==> src/rtl/tdm_pkg.sv <==
// Shared TDM configuration and scheduler FSM encoding.
// Used by tdm_voice_scheduler, voice_free_prio_enc and the sample pipeline.
package tdm_pkg;

  localparam int unsigned NUM_VOICES = 4;
  localparam int unsigned CHANBITS   = 2;
  localparam int unsigned KEY_W      = 7;

  typedef logic [CHANBITS-1:0] chan_t;
  typedef logic [KEY_W-1:0]    key_t;

  typedef enum logic [1:0] {
    IDLE       = 2'd0,
    ALLOC      = 2'd1,
    WAIT_FRAME = 2'd2
  } sched_state_e;

endpackage

==> src/rtl/voice_free_prio_enc.sv <==
// Lowest-zero-bit priority encoder over the pending voice mask.
// Ports: i_mask (pending enables), o_index (lowest free voice),
//        o_any_free (at least one voice free).
module voice_free_prio_enc
  import tdm_pkg::*;
(
  input  logic [NUM_VOICES-1:0] i_mask,
  output chan_t                 o_index,
  output logic                  o_any_free
);

  // Scan from the top so the lowest free index wins.
  always_comb begin
    o_index    = '0;
    o_any_free = 1'b0;
    for (int i = NUM_VOICES - 1; i >= 0; i--) begin
      if (!i_mask[i]) begin
        o_index    = chan_t'(i);
        o_any_free = 1'b1;
      end
    end
  end

endmodule

==> src/rtl/tdm_voice_scheduler.sv <==
// TDM slot sequencer and voice allocator.
// Ports: dsp_clk/rst (sync, active-high), dsp_enable (slot strobe),
//        note_on_* (valid/ready request), note_off_* (strobe),
//        chan_out/chan_enabled/chan_key/frame_start (per-slot outputs),
//        alloc_valid/alloc_voice/alloc_stolen (allocation report),
//        active_mask (committed enable mask).
module tdm_voice_scheduler
  import tdm_pkg::*;
(
  input  logic                  dsp_clk,
  input  logic                  rst,
  input  logic                  dsp_enable,
  input  logic                  note_on_valid,
  input  logic [KEY_W-1:0]      note_on_key,
  output logic                  note_on_ready,
  input  logic                  note_off_valid,
  input  logic [KEY_W-1:0]      note_off_key,
  output logic [CHANBITS-1:0]   chan_out,
  output logic                  chan_enabled,
  output logic [KEY_W-1:0]      chan_key,
  output logic                  frame_start,
  output logic                  alloc_valid,
  output logic [CHANBITS-1:0]   alloc_voice,
  output logic                  alloc_stolen,
  output logic [NUM_VOICES-1:0] active_mask
);

  sched_state_e          r_state;
  chan_t                 r_slot;
  key_t                  r_key_lat;
  chan_t                 r_steal_ptr;
  logic [NUM_VOICES-1:0] r_pend_en;
  key_t                  r_pend_key [NUM_VOICES];
  logic [NUM_VOICES-1:0] r_com_en;
  key_t                  r_com_key  [NUM_VOICES];
  logic                  r_ready;
  chan_t                 r_chan_out;
  logic                  r_chan_enabled;
  key_t                  r_chan_key;
  logic                  r_frame_start;
  logic                  r_alloc_valid;
  chan_t                 r_alloc_voice;
  logic                  r_alloc_stolen;

  logic                  w_commit;
  chan_t                 w_slot_next;
  chan_t                 w_free_idx;
  logic                  w_any_free;
  logic                  w_hit;
  chan_t                 w_hit_idx;
  chan_t                 w_alloc_voice;
  logic                  w_alloc_steal;
  logic [NUM_VOICES-1:0] w_pend_en_next;
  key_t                  w_pend_key_next [NUM_VOICES];
  logic [NUM_VOICES-1:0] w_com_en_next;
  key_t                  w_com_key_next  [NUM_VOICES];

  assign w_commit    = dsp_enable && (r_slot == chan_t'(NUM_VOICES - 1));
  assign w_slot_next = w_commit ? '0 : chan_t'(r_slot + chan_t'(1));

  voice_free_prio_enc u_free_enc (
    .i_mask     (r_pend_en),
    .o_index    (w_free_idx),
    .o_any_free (w_any_free)
  );

  // Retrigger lookup: held voice already playing the latched key.
  always_comb begin
    w_hit     = 1'b0;
    w_hit_idx = '0;
    for (int i = NUM_VOICES - 1; i >= 0; i--) begin
      if (r_pend_en[i] && (r_pend_key[i] == r_key_lat)) begin
        w_hit     = 1'b1;
        w_hit_idx = chan_t'(i);
      end
    end
  end

  assign w_alloc_steal = !w_hit && !w_any_free;
  assign w_alloc_voice = w_hit ? w_hit_idx : (w_any_free ? w_free_idx : r_steal_ptr);

  // Pending table update: note-off clears first, allocation write overrides.
  always_comb begin
    w_pend_en_next  = r_pend_en;
    w_pend_key_next = r_pend_key;
    for (int i = 0; i < NUM_VOICES; i++) begin
      if (note_off_valid && (r_pend_key[i] == note_off_key)) begin
        w_pend_en_next[i] = 1'b0;
      end
    end
    if (r_state == ALLOC) begin
      w_pend_en_next[w_alloc_voice]  = 1'b1;
      w_pend_key_next[w_alloc_voice] = r_key_lat;
    end
  end

  // Frame-boundary commit sees this cycle's pending writes.
  always_comb begin
    w_com_en_next  = r_com_en;
    w_com_key_next = r_com_key;
    if (w_commit) begin
      w_com_en_next  = w_pend_en_next;
      w_com_key_next = w_pend_key_next;
    end
  end

  // Slot sequencing, tables and allocation FSM.
  always_ff @(posedge dsp_clk) begin
    if (rst) begin
      r_state        <= IDLE;
      r_slot         <= chan_t'(NUM_VOICES - 1);
      r_key_lat      <= '0;
      r_steal_ptr    <= '0;
      r_pend_en      <= '0;
      r_com_en       <= '0;
      for (int i = 0; i < NUM_VOICES; i++) begin
        r_pend_key[i] <= '0;
        r_com_key[i]  <= '0;
      end
      r_ready        <= 1'b1;
      r_chan_out     <= '0;
      r_chan_enabled <= 1'b0;
      r_chan_key     <= '0;
      r_frame_start  <= 1'b0;
      r_alloc_valid  <= 1'b0;
      r_alloc_voice  <= '0;
      r_alloc_stolen <= 1'b0;
    end else begin
      r_pend_en      <= w_pend_en_next;
      r_pend_key     <= w_pend_key_next;
      r_com_en       <= w_com_en_next;
      r_com_key      <= w_com_key_next;
      r_frame_start  <= 1'b0;
      r_alloc_valid  <= 1'b0;
      r_alloc_stolen <= 1'b0;

      if (dsp_enable) begin
        r_slot         <= w_slot_next;
        r_chan_out     <= w_slot_next;
        r_chan_enabled <= w_com_en_next[w_slot_next];
        r_chan_key     <= w_com_key_next[w_slot_next];
        r_frame_start  <= w_commit;
      end

      case (r_state)
        IDLE: begin
          if (note_on_valid) begin
            r_key_lat <= note_on_key;
            r_ready   <= 1'b0;
            r_state   <= ALLOC;
          end
        end
        ALLOC: begin
          r_alloc_valid  <= 1'b1;
          r_alloc_voice  <= w_alloc_voice;
          r_alloc_stolen <= w_alloc_steal;
          if (w_alloc_steal) begin
            r_steal_ptr <= (r_steal_ptr == chan_t'(NUM_VOICES - 1)) ?
                           '0 : chan_t'(r_steal_ptr + chan_t'(1));
          end
          r_state <= WAIT_FRAME;
        end
        WAIT_FRAME: begin
          // Holding off until the commit caps allocations at one per frame.
          if (w_commit) begin
            r_ready <= 1'b1;
            r_state <= IDLE;
          end
        end
        default: begin
          r_ready <= 1'b1;
          r_state <= IDLE;
        end
      endcase
    end
  end

  assign note_on_ready = r_ready;
  assign chan_out      = r_chan_out;
  assign chan_enabled  = r_chan_enabled;
  assign chan_key      = r_chan_key;
  assign frame_start   = r_frame_start;
  assign alloc_valid   = r_alloc_valid;
  assign alloc_voice   = r_alloc_voice;
  assign alloc_stolen  = r_alloc_stolen;
  assign active_mask   = r_com_en;

endmodule

==> config.mk <==
export PLATFORM = sky130hd
export DESIGN_NAME = tdm_voice_scheduler
export DESIGN_NICKNAME = d
export VERILOG_FILES = /design/src/rtl/tdm_pkg.sv /design/src/rtl/voice_free_prio_enc.sv /design/src/rtl/tdm_voice_scheduler.sv
export SDC_FILE = /design/constraint.sdc
export NUM_CORES = 1
export LEC_CHECK = 0
export ABC_AREA = 1
export CORE_MARGIN = 2
export CORE_UTILIZATION = 40
export CTS_CLUSTER_SIZE = 16
export DETAILED_ROUTE_END_ITERATION = 7
export PLACE_DENSITY = 0.6
export REMOVE_ABC_BUFFERS = 1
export SLEW_MARGIN = 10
export SYNTH_ARGS = -nofsm -noshare
export SYNTH_HDL_FRONTEND = slang
export SYNTH_SLANG_ARGS = --single-unit
==> constraint.sdc <==
create_clock -name dsp_clk -period 2.8 [get_ports dsp_clk]
set_input_delay 0.42 -clock dsp_clk [delete_from_list [all_inputs] [get_ports dsp_clk]]
set_output_delay 0.42 -clock dsp_clk [all_outputs]
set_load 0.02 [all_outputs]
* Word level (Yosys, flattened, before mapping)
Index checks and enable logic that the tools add are counted.
Operators by class: eq/ne operators 14, reduce and logical (&&, ||, !) cells 21, bitwise operators 5, $lt $le $gt $ge 6, muxes and demuxes 45, add/sub/neg operators 2
Operators with widths (count):
- == test 7 bit | 8
- two-way mux 28 bit | 2
- bitwise mux 28 bit | 1
- two-way mux 2 bit | 14
- two-way mux 7 bit | 3
- two-way mux 1 bit | 17
- binary-select mux 7 bit (select 2 bit) | 1
- demux 7 bit (select 2 bit) | 1
- logical AND 1 bit | 12
- two-way mux 4 bit | 2
- == test 2 bit, second input constant | 3
- >= comparator 3 bit, second input constant | 2
- < comparator 2 x 3 -> 1 bit, second input constant | 2
- NOT 2 -> 3 bit | 2
- one-hot mux 2 bit (3 select lines) | 1
- AND reduction 2 bit | 3
- adder 2 x 1 -> 2 bit, second input constant | 2
- != test 2 bit, second input constant | 2
- bitwise OR 4 bit | 1
- OR reduction 2 bit | 2
- < comparator 3 x 1 -> 1 bit, second input constant | 1
- one-hot mux 1 bit (3 select lines) | 1
- AND reduction 3 bit | 1
- binary-select mux 1 bit (select 2 bit) | 1
- other kinds (6) | 8
Word-level totals: register bits 93, word-level logic and storage cells 115

* Logic depth before layout (Yosys ltp)
Gate-level depths: netlist of the first run.
depth in word-level cells 18, gate-level depth with buffers 21, gate-level depth less buffers 20

* Cells and area by module
A second synthesis of the first run with hierarchy kept.
Unflattened totals: cells, all modules 757, area total of the unflattened synthesis 4903.5 um2
By module, submodules not included:
- tdm_voice_scheduler | times used 1, cells each 748, seq. area each 1861.8 um2, area each 4867.2 um2
- voice_free_prio_enc | times used 1, cells each 9, seq. area each 0.0 um2, area each 36.3 um2

* Least setup slack after synthesis of the first run
Ideal clock, no wire load.
path type register to register, from register r_key_lat[5], to register r_chan_key[0], in the netlist chan_key[0], required time 2691 ps, slack 887 ps, buffers on the path 2, library setup time 109 ps, data arrival time 1804 ps, stages on the path, launching flop included 22, period minus slack after synthesis 1913 ps, path through dfxtp_1 > inv_2 > buf_6 > nand2_2 > nand2_1 > nor2_1 > nand2_1 > nor2_2 > nand2_1 > nand2_1 > nand2_1 > nand2_4 > buf_8 > inv_4 > nand2_4 > nand2_2 > nand3_2 > nand3_1 > nand2_1 > nand3_1 > nand2_1 > inv_1
On the way: word-level cells in the longest chain between the ends 18, elaborated cells between the ends (all ways) 29, classes of those cells 2 x order compare; 4 x eq/ne; 17 x mux; 1 x bitwise; 5 x reduce/logical
RTL lines:
- start: declaration | RTL line tdm_voice_scheduler.sv:30 | key_t r_key_lat;
- start signal: assignment | RTL line tdm_voice_scheduler.sv:148 | r_key_lat <= note_on_key;
- == test 7 bit | RTL line tdm_voice_scheduler.sv:72 | if (r_pend_en[i] && (r_pend_key[i] == r_key_lat)) begin
- logical AND 1 bit | RTL line tdm_voice_scheduler.sv:72
- two-way mux 2 bit or two-way mux 1 bit (tied branches) (4 in a row) | RTL line tdm_voice_scheduler.sv:72
- two-way mux 2 bit * | RTL line tdm_voice_scheduler.sv:80 | assign w_alloc_voice = w_hit ? w_hit_idx : (w_any_free ? w_free_idx : r_steal_ptr);
- NOT 2 -> 3 bit (not written as such) * | RTL line tdm_voice_scheduler.sv:93 | w_pend_key_next[w_alloc_voice] = r_key_lat;
- >= comparator 3 bit (not written as such) or < comparator 3 x 1 -> 1 bit (tied branches) | RTL line tdm_voice_scheduler.sv:93
- logical AND 1 bit (not written as such) | RTL line tdm_voice_scheduler.sv:93
- two-way mux 7 bit (not written as such) | RTL line tdm_voice_scheduler.sv:93
- demux 7 bit (select 2 bit) * | RTL line tdm_voice_scheduler.sv:93
- bitwise mux 28 bit * | RTL line tdm_voice_scheduler.sv:93
- two-way mux 28 bit * | RTL line tdm_voice_scheduler.sv:91 | if (r_state == ALLOC) begin
- two-way mux 28 bit * | RTL line tdm_voice_scheduler.sv:101 | if (w_commit) begin
- binary-select mux 7 bit (select 2 bit) * | RTL line tdm_voice_scheduler.sv:141 | r_chan_key <= w_com_key_next[w_slot_next];
- two-way mux 7 bit (not written as such) * (2 in a row) | RTL line tdm_voice_scheduler.sv:141
- end signal: assignment | RTL line tdm_voice_scheduler.sv:141
- end: declaration | RTL line tdm_voice_scheduler.sv:39 | key_t r_chan_key;
Mark *: on every way between the ends. The rest lies on a longest branch, timed or not. The select of a mux whose other input is x is not followed. A chain may end at the register's enable or synchronous reset.

* Final worst setup path of the first run
from register r_key_lat[0], to register r_com_key[0] (netlist name)
On the way: word-level cells in the longest chain between the ends 15, elaborated cells between the ends (all ways) 26, classes of those cells 2 x order compare; 4 x eq/ne; 14 x mux; 1 x bitwise; 5 x reduce/logical
RTL lines:
- == test 7 bit | RTL line tdm_voice_scheduler.sv:72
- logical AND 1 bit | RTL line tdm_voice_scheduler.sv:72
- two-way mux 2 bit or two-way mux 1 bit (tied branches) (4 in a row) | RTL line tdm_voice_scheduler.sv:72
- two-way mux 2 bit | RTL line tdm_voice_scheduler.sv:80
- NOT 2 -> 3 bit (not written as such) | RTL line tdm_voice_scheduler.sv:93
- >= comparator 3 bit (not written as such) or < comparator 3 x 1 -> 1 bit (tied branches) | RTL line tdm_voice_scheduler.sv:93
- logical AND 1 bit (not written as such) | RTL line tdm_voice_scheduler.sv:93
- two-way mux 7 bit (not written as such) | RTL line tdm_voice_scheduler.sv:93
- demux 7 bit (select 2 bit) | RTL line tdm_voice_scheduler.sv:93
- bitwise mux 28 bit * | RTL line tdm_voice_scheduler.sv:93
- two-way mux 28 bit * | RTL line tdm_voice_scheduler.sv:91
- two-way mux 28 bit * | RTL line tdm_voice_scheduler.sv:101
- end signal: assignment | RTL line tdm_voice_scheduler.sv:132 | r_com_key <= w_com_key_next;
- end: declaration | RTL line tdm_voice_scheduler.sv:35 | key_t r_com_key [NUM_VOICES];
Mark *: on every way between the ends. The rest lies on a longest branch, timed or not.

==> summary.md, run 1 <==
| Metric | Value |
|---|---|
| CP cell instances | `inv_2 -> nand2_1 -> nand2_1 -> nor2_1 -> nand2_1 -> nor2_2 -> nand2_1 -> nand2_1 -> nand2_1 -> nand2_4 -> nand2_2 -> nand2_1 -> o21ai_1 -> inv_1 -> nand2_1 -> o211ai_1 -> inv_1` |
| Unique cell type count in the Yosys netlist | `42` |
| Vias in the first global route | `4787` |
| GRT met3 Usage | `under 10%` |
| Finished Layout Cells | `960` |
| Lkg Pwr | `0.00265 uW` |
| Fin crit period | `2.45 ns` |
| Via count | `4920` |
| Layout Skew | `0.00998 ns` |
| Tcrit/Tclk final | `87.5%` |
| Crit path top cell by count | `nand2_1` |
| Slew HR | `51.0%` |
| Yosys reg bits | `93` |
| Routed len/inst | `17.7 um` |
| Ys flop type | `dfxtp_1` |
| Cell Pwr Density | `575 nW/um^2` |
| Vias/cell | `5.13` |
| Clock share of power | `38.0%` |
| Die Span X | `115 um` |
| HP Class | `flop to flop` |
| H-tree depth | `3` |
| Post-synthesis cell area | `4930 um^2` |
| Filler Cell Count | `1290` |
| Post-route ant nets | `0` |
| Crit Path Max Fanout | `16` |
| Layout area overhead | `18.1%` |
| Worst skew pair latency | `between 0.3 and 0.4 ns` |
| CTS tree | `built` |
| Slew @ Worst Pin | `0.736 ns` |
| Final WL | `17000 um` |
| Top delay family on crit path | `simple AND/OR/NAND/NOR gates` |
| EDFF count, synth | `0` |
| Post-Syn Area per Cell | `roughly 6.5 um^2` |
| Met2 Use GR | `a little under half` |
| Finished Cell Area | `roughly 5800 um^2` |
| Placed Cells | `945` |
| Clock Tree Buf Depth | `2` |
| Initial antenna violation count | `0` |
| Sequential fraction of the synthesis area | `37.7%` |
| Iter 0 DRT Violations | `335` |
| Synth async-reset ratio | `0%` |
| Placed cell areas | `5530 um^2` |
| Critical path's slowest cell | `dfxtp_2` |
| Max Cap Viol | `0` |
| Gpl congestion | `0.914` |
| RSZ-0062 raised after global routing | `false` |
| Post-DP HPWL | `12700 um` |
| CP Class | `flop to flop` |
| Number of CTS-inserted buffers | `9` |
| Row count | `40` |
| Sw Share | `30.9%` |
| Fin. Hold Viols | `0` |
| Core region area | `12000 um^2` |
| Busiest grt layer | `met2` |
| First-pass GRT wire length | `26700 um` |
| Setup crit end kind | `flop` |
| Startpoint types | `flop` |
| TritonRoute pass-1 iters | `5` |
| Number of antenna diodes | `0` |
| DRC Markers | `0` |
| Internal cell power | `2310 uW` |
| Clk root buf | `clkbuf_16` |
| Global route overflow | `0` |
| Seq pwr share | `42.9%` |
| Status | `completed` |
| Overall Power | `3350 uW` |
| Setup violators final | `0` |
| Net switching power figure | `1030 uW` |
| Initial Util | `41.1%` |
| Worst path required time | `between 3 and 4 ns` |
| Layout cells sized above 1 | `9.59%` |
| Clk sinks | `93` |
| Critical Path AT | `2.69 ns` |
| Combinational group share of total power | `a little under a fifth` |
| Nets | `830` |
| Clock transition at path regs | `0.07 ns` |
| Multi-input gate area | `2480 um^2` |
| Port buffer count | `38` |
| Synth Warn # | `0` |
| IO Pins | `39` |
| Final Max Tran Viols | `0` |
| Syn Inst Count | `~760` |
| Number of setup buffers added after CTS | `0` |
| Die area | `13200 um^2` |
| Crit path largest cell delay | `0.43 ns` |
| Peak VDD IR | `0.378 mV` |
| Peak Freq | `between 400 and 500 MHz` |
| Buf+Inv Stages, Crit Path | `3` |
| FF/Latch Area | `1860 um^2` |
| Final setup TNS | `0 ns` |
| Die height | `between 100 and 150 um` |
| Met1 Use GR | `35.9%` |
| Largest net degree at the start of global routing | `66` |
| Total global-route track usage | `27.3%` |
| Register-to-register setup slack | `0.35 ns` |
power by group through the flow:
stage	Clock [uW]	Combinational, uW	Sequential [uW]
6_report	1270	639	1440
5_1_grt	1340	712	1440
4_1_cts	1290	639	1440
3_5_place_dp	0	637	1470
3_3_place_gp	0	635	1470
2_1_floorplan	0	347	1480
cell usage after synthesis, types with 4 or more instances:
cell type  number  area share [%]
nor2_1         84             6.4
xnor2_1         4            0.71
o22ai_1         6            0.76
nand2_2         9             1.1
nand4_1         5            0.63
buf_1           4            0.30
inv_2           9            0.68
nand2_1       229              17
nand3_1        39             4.0
dfxtp_1        93              38
o211ai_1       18             2.7
clkbuf_1       16             1.2
o21ai_0        34             3.4
o21ai_1        21             2.1
a21oi_1        35             3.5
inv_1         111             8.4
nand3_2         9             1.8
final timing paths:
| kind | from | endpoint | depth (start not counted) |
|---|---|---|---|
| hold / removal | r_slot[1] | r_slot[1] | 2 |
| setup / recovery | r_key_lat[0] | r_com_key[0] | 17 |
| setup reg to reg | r_key_lat[0] | r_com_key[0] | 17 |
| hold reg to reg | r_slot[1] | r_slot[1] | 2 |
tightest hold or removal path, cell delays in order, from the launching register on:
cell	delay (ns)
dfxtp_1	0.34
nand2_1	0.06
nand3_1	0.05
registers in the layout (all words and copies together) (netlist names):
signal	cells
active_mask	4
chan_enabled	1
r_slot	2
alloc_stolen	1
alloc_voice	2
r_state	2
r_steal_ptr	2
r_key_lat	7
alloc_valid	1
note_on_ready	1
r_com_key	28
chan_key	7
r_pend_key	28
r_pend_en	4
chan_out	2
frame_start	1
timing repair:
| item | 4_1_cts | 5_1_grt |
|---|---|---|
| hold buffers | 0 | 0 |
| resized for setup | 0 | 1 |
| setup endpoints to repair | 0 | 11 |
per-stage QoR:
stage / hold WS [ns] / util (%) / setup slack [ns]
finish: 0.477 / 48.5 / 0.351
global route: 0.502 / 48.5 / 0.0903
CTS: 0.477 / 48.5 / 0.218
detailed placement: 0.460 / 46.0 / 0.188
global placement: 0.449 / 46.0 / 0.138
floorplan: 0.433 / - / 0.122
area by class of cell:
cell class,count,area share (%)
clock inverters,6,1.22
inverters,123,7.97
multi-input cells,522,42.5
well taps,147,3.16
clock buffers,9,3.87
flip-flops and latches,93,32.0
repair buffers,60,9.28
per-layer routing:
metal	share of wire, %	up-vias
li1	-	2495
met1	45	2266
met3	4.8	26
met4	2.5	0
met2	48	133
met5	0	-
placed cells by master (no fill, tap or decap), types with 2 or more instances in the layout:
| cell | netlist | final |
|---|---|---|
| o21ai_1 | 21 | 21 |
| o2111ai_1 | 3 | 3 |
| inv_6 | 0 | 2 |
| nand3_2 | 9 | 9 |
| clkdlybuf4s50_1 | 0 | 37 |
| buf_4 | 1 | 22 |
| o22ai_1 | 6 | 6 |
| nor2_2 | 2 | 2 |
| nand4_1 | 5 | 5 |
| nand2_1 | 229 | 229 |
| o211ai_1 | 18 | 18 |
| o221ai_1 | 3 | 3 |
| dfxtp_1 | 93 | 92 |
| a21oi_1 | 35 | 35 |
| o21ai_0 | 34 | 34 |
| inv_1 | 111 | 111 |
| inv_2 | 9 | 9 |
| ha_1 | 2 | 2 |
| nor2_4 | 3 | 3 |
| clkbuf_16 | 0 | 9 |
| nor2_1 | 84 | 84 |
| nand2_4 | 2 | 2 |
| nand2_2 | 9 | 9 |
| xnor2_1 | 4 | 4 |
| nand3_1 | 39 | 39 |
| clkinv_1 | 2 | 2 |
| o41ai_1 | 2 | 2 |
logic make-up after synthesis:
logic type | synth area share [%]
fa+ha+maj | 0.507
flops | 37.7
simple gates | 34.0
buf+inv | 12.0
compound gates | 14.8
xor+xnor | 0.887
(Power assumes the default switching activity.)
==> inputs of run 2 (changes only) <==
--- a/config.mk
+++ b/config.mk
@@ -6,13 +6,14 @@
 export NUM_CORES = 1
 export LEC_CHECK = 0
 export ABC_AREA = 1
+export CAP_MARGIN = 20
 export CORE_MARGIN = 2
 export CORE_UTILIZATION = 40
 export CTS_CLUSTER_SIZE = 16
 export DETAILED_ROUTE_END_ITERATION = 7
 export PLACE_DENSITY = 0.6
 export REMOVE_ABC_BUFFERS = 1
-export SLEW_MARGIN = 10
+export SLEW_MARGIN = 40
 export SYNTH_ARGS = -nofsm -noshare
 export SYNTH_HDL_FRONTEND = slang
 export SYNTH_SLANG_ARGS = --single-unit
==> results of run 2 <==
Final layout, timing and power as in run 1 (identical DEF).
==> inputs of run 3 (changes only) <==
--- a/config.mk
+++ b/config.mk
@@ -7,13 +7,11 @@
 export LEC_CHECK = 0
 export ABC_AREA = 1
 export CAP_MARGIN = 20
-export CORE_MARGIN = 2
 export CORE_UTILIZATION = 40
 export CTS_CLUSTER_SIZE = 16
 export DETAILED_ROUTE_END_ITERATION = 7
 export PLACE_DENSITY = 0.6
 export REMOVE_ABC_BUFFERS = 1
-export SLEW_MARGIN = 40
 export SYNTH_ARGS = -nofsm -noshare
 export SYNTH_HDL_FRONTEND = slang
 export SYNTH_SLANG_ARGS = --single-unit
==> summary.md, run 3 (synthesized netlist as in run 1, its figures left out) <==
| Metric | Value |
|---|---|
| Peak Freq | `401 MHz (-1.7%)` |
| H-tree depth | `3 (unchanged)` |
| Via count | `4938 (+0.37%)` |
| Layout cells sized above 1 | `9.25% (-0.35 points)` |
| Final setup TNS | `0 ns (unchanged)` |
| Biggest regs | `r_com_key: 28 flops, r_pend_key: 28 flops` |
| Iter 0 DRT Violations | `331 (-1.2%)` |
| Net switching power figure | `1040 uW (+0.60%)` |
| HP Class | `flop to flop` |
| Nets | `827 (-0.36%)` |
| Vias/cell | `5.15 (+0.58%)` |
| Crit Path Max Fanout | `15 (-1)` |
| FF/Latch Area | `1860 um^2 (about the same)` |
| Vias in the first global route | `4697 (-1.9%)` |
| Most frequent cells in the layout | `nand2_1, inv_1, dfxtp_1, nor2_1, nand3_1` |
| Hold Path Origin | `chan_out[1]` |
| Worst r2r src | `r_key_lat[5]` |
| Critical Path AT | `2.74 ns (+0.05 ns)` |
| Clock transition at path regs | `0.07 ns (about the same)` |
| Initial antenna violation count | `0 (unchanged)` |
| Number of antenna diodes | `0 (unchanged)` |
| Post-route ant nets | `0 (unchanged)` |
| CP Launch Point | `r_key_lat[5]` |
| Routed len/inst | `17.7 um (about the same)` |
| Final Max Tran Viols | `0 (unchanged)` |
| Core region area | `12000 um^2 (unchanged)` |
| Die height | `113 um (-1.7%)` |
| Sw Share | `30.2% (-0.66 points)` |
| Total global-route track usage | `27.8% (+0.56 points)` |
| Filler Cell Count | `1298 (+0.62%)` |
| Final worst slack | `0.308 ns (-0.0431 ns)` |
| Setup violators final | `0 (unchanged)` |
| Global route overflow | `0 (unchanged)` |
| Clk root buf | `clkbuf_16` |
| Number of CTS-inserted buffers | `9 (unchanged)` |
| Core Util, Final | `48.5% (about the same)` |
| RSZ-0062 raised after global routing | `false` |
| Peak VDD IR | `0.423 mV (+12%)` |
| Slew @ Worst Pin | `0.649 ns (-0.0863 ns)` |
| Fin crit period | `2.49 ns (+0.0431 ns)` |
| Finished Layout Cells | `958 (-0.21%)` |
| Row count | `40 (unchanged)` |
| Placed Cells | `942 (-0.32%)` |
| Number of setup buffers added after CTS | `0 (unchanged)` |
| Largest net degree at the start of global routing | `50 (-24%)` |
| Post_cts resized | `0 (unchanged)` |
| Port buffer count | `38 (unchanged)` |
| Worst path required time | `3.05 ns (about the same)` |
| Max Cap Viol | `0 (unchanged)` |
| Commonest non-fill, non-tap cell in the layout | `nand2_1` |
| First-pass GRT wire length | `26300 um (-1.4%)` |
| Fin. Hold Viols | `0 (unchanged)` |
| Worst skew pair latency | `0.36 ns (about the same)` |
| Multi-input gate area | `2480 um^2 (unchanged)` |
| Post-DP HPWL | `12500 um (-1.7%)` |
| Combinational group share of total power | `18.8% (-0.3 points)` |
| Status | `completed` |
| Internal cell power | `2400 uW (+3.8%)` |
| TritonRoute pass-1 iters | `5 (unchanged)` |
| Layout Skew | `0.00879 ns (-0.00119 ns)` |
| IO Pins | `39 (unchanged)` |
| Die area | `12800 um^2 (-3.4%)` |
| Cell Pwr Density | `590 nW/um^2 (+2.8%)` |
| Setup crit end kind | `flop` |
| Die Span X | `113 um (-1.7%)` |
| Layout area overhead | `18.1% (about the same)` |
| Initial Util | `41.1% (unchanged)` |
| CTS tree | `built` |
| CP Class | `flop to flop` |
| Lkg Pwr | `0.00265 uW (about the same)` |
| DRC Markers | `0 (unchanged)` |
| Final WL | `16900 um (-0.25%)` |
| Pre-CTS setup slack | `0.197 ns (+0.00914 ns)` |
| Post-cts hold buffer count | `0 (unchanged)` |
| Seq pwr share | `41.7% (-1.2 points)` |
| Clk sinks | `93 (unchanged)` |
| Tcrit/Tclk final | `89.0% (+1.5 points)` |
| Clock Tree Buf Depth | `2 (unchanged)` |
| Slew HR | `56.1% (+5.2 points)` |
| Gpl congestion | `0.939 (+2.7%)` |
| Startpoint types | `flop` |
| Clock share of power | `39.5% (+1.5 points)` |
run 3: changes by cell type in the layout (fill, tap and decap cells not counted), sizes merged:
| cell | change |
|---|---|
| bufinv | +1 |
| clkinv | +1 |
| buf | -3 |
| inv | -1 |
run 3: worst paths after layout:
| path | end | slack [ns] | cells after the start |
|---|---|---|---|
| max | r_com_key[16] | 0.31 | 17 |
| min | chan_out[1] | 0.47 | 2 |
| max reg2reg | r_com_key[16] | 0.31 | 17 |
| min reg2reg | chan_out[1] | 0.47 | 2 |
run 3: power by group through the flow:
stage               logic, uW  clock network (uW)  registers (uW)
detailed placement        643                   0            1460
global placement          643                   0            1460
floorplan                 347                   0            1480
global route              716                1430            1440
CTS                       646                1380            1430
finish                    648                1360            1430
run 3: per-layer routing:
| layer | routed length (um) | up-vias | GRT usage [%] |
|---|---|---|---|
| li1 | - | 2500 | - |
| met3 | 689 | 40 | 3.11 |
| met5 | 0 | - | 0 |
| met2 | 7840 | 122 | 46.3 |
| met1 | 7800 | 2276 | 36.3 |
| met4 | 580 | 0 | 12.7 |
run 3: cell type report:
type | count | area share, %
multi-input combinational | 522 | 42.5
sequential | 93 | 31.9
timing repair buffer | 57 | 8.89
inverter | 123 | 7.96
clock buffer | 9 | 3.86
tap | 147 | 3.16
clock inverter | 7 | 1.67
run 3: metrics by stage:
stage / power [uW] / hold slack, ns / cell area (um^2)
2_1_floorplan: 1830 / 0.433 / 4800
5_1_grt: 3580 / 0.488 / 5830
3_5_place_dp: 2110 / 0.457 / 5510
4_1_cts: 3460 / 0.469 / 5830
6_report: 3440 / 0.467 / 5830
3_3_place_gp: 2110 / 0.451 / 5510
run 3: worst max-delay path: stages (launching register included):
cell and delay, ns:
dfxtp_1 0.35, inv_2 0.16, nand2_1 0.10, nand2_1 0.05, nor2_1 0.23, nand2_1 0.11, nor2_2 0.19, nor2_4 0.08
nand2_1 0.08, nand2_2 0.12, inv_2 0.18, nand2_2 0.22, nand2_1 0.12, o21ai_1 0.09, inv_1 0.09, nand2_1 0.06
o211ai_1 0.10, inv_1 0.06
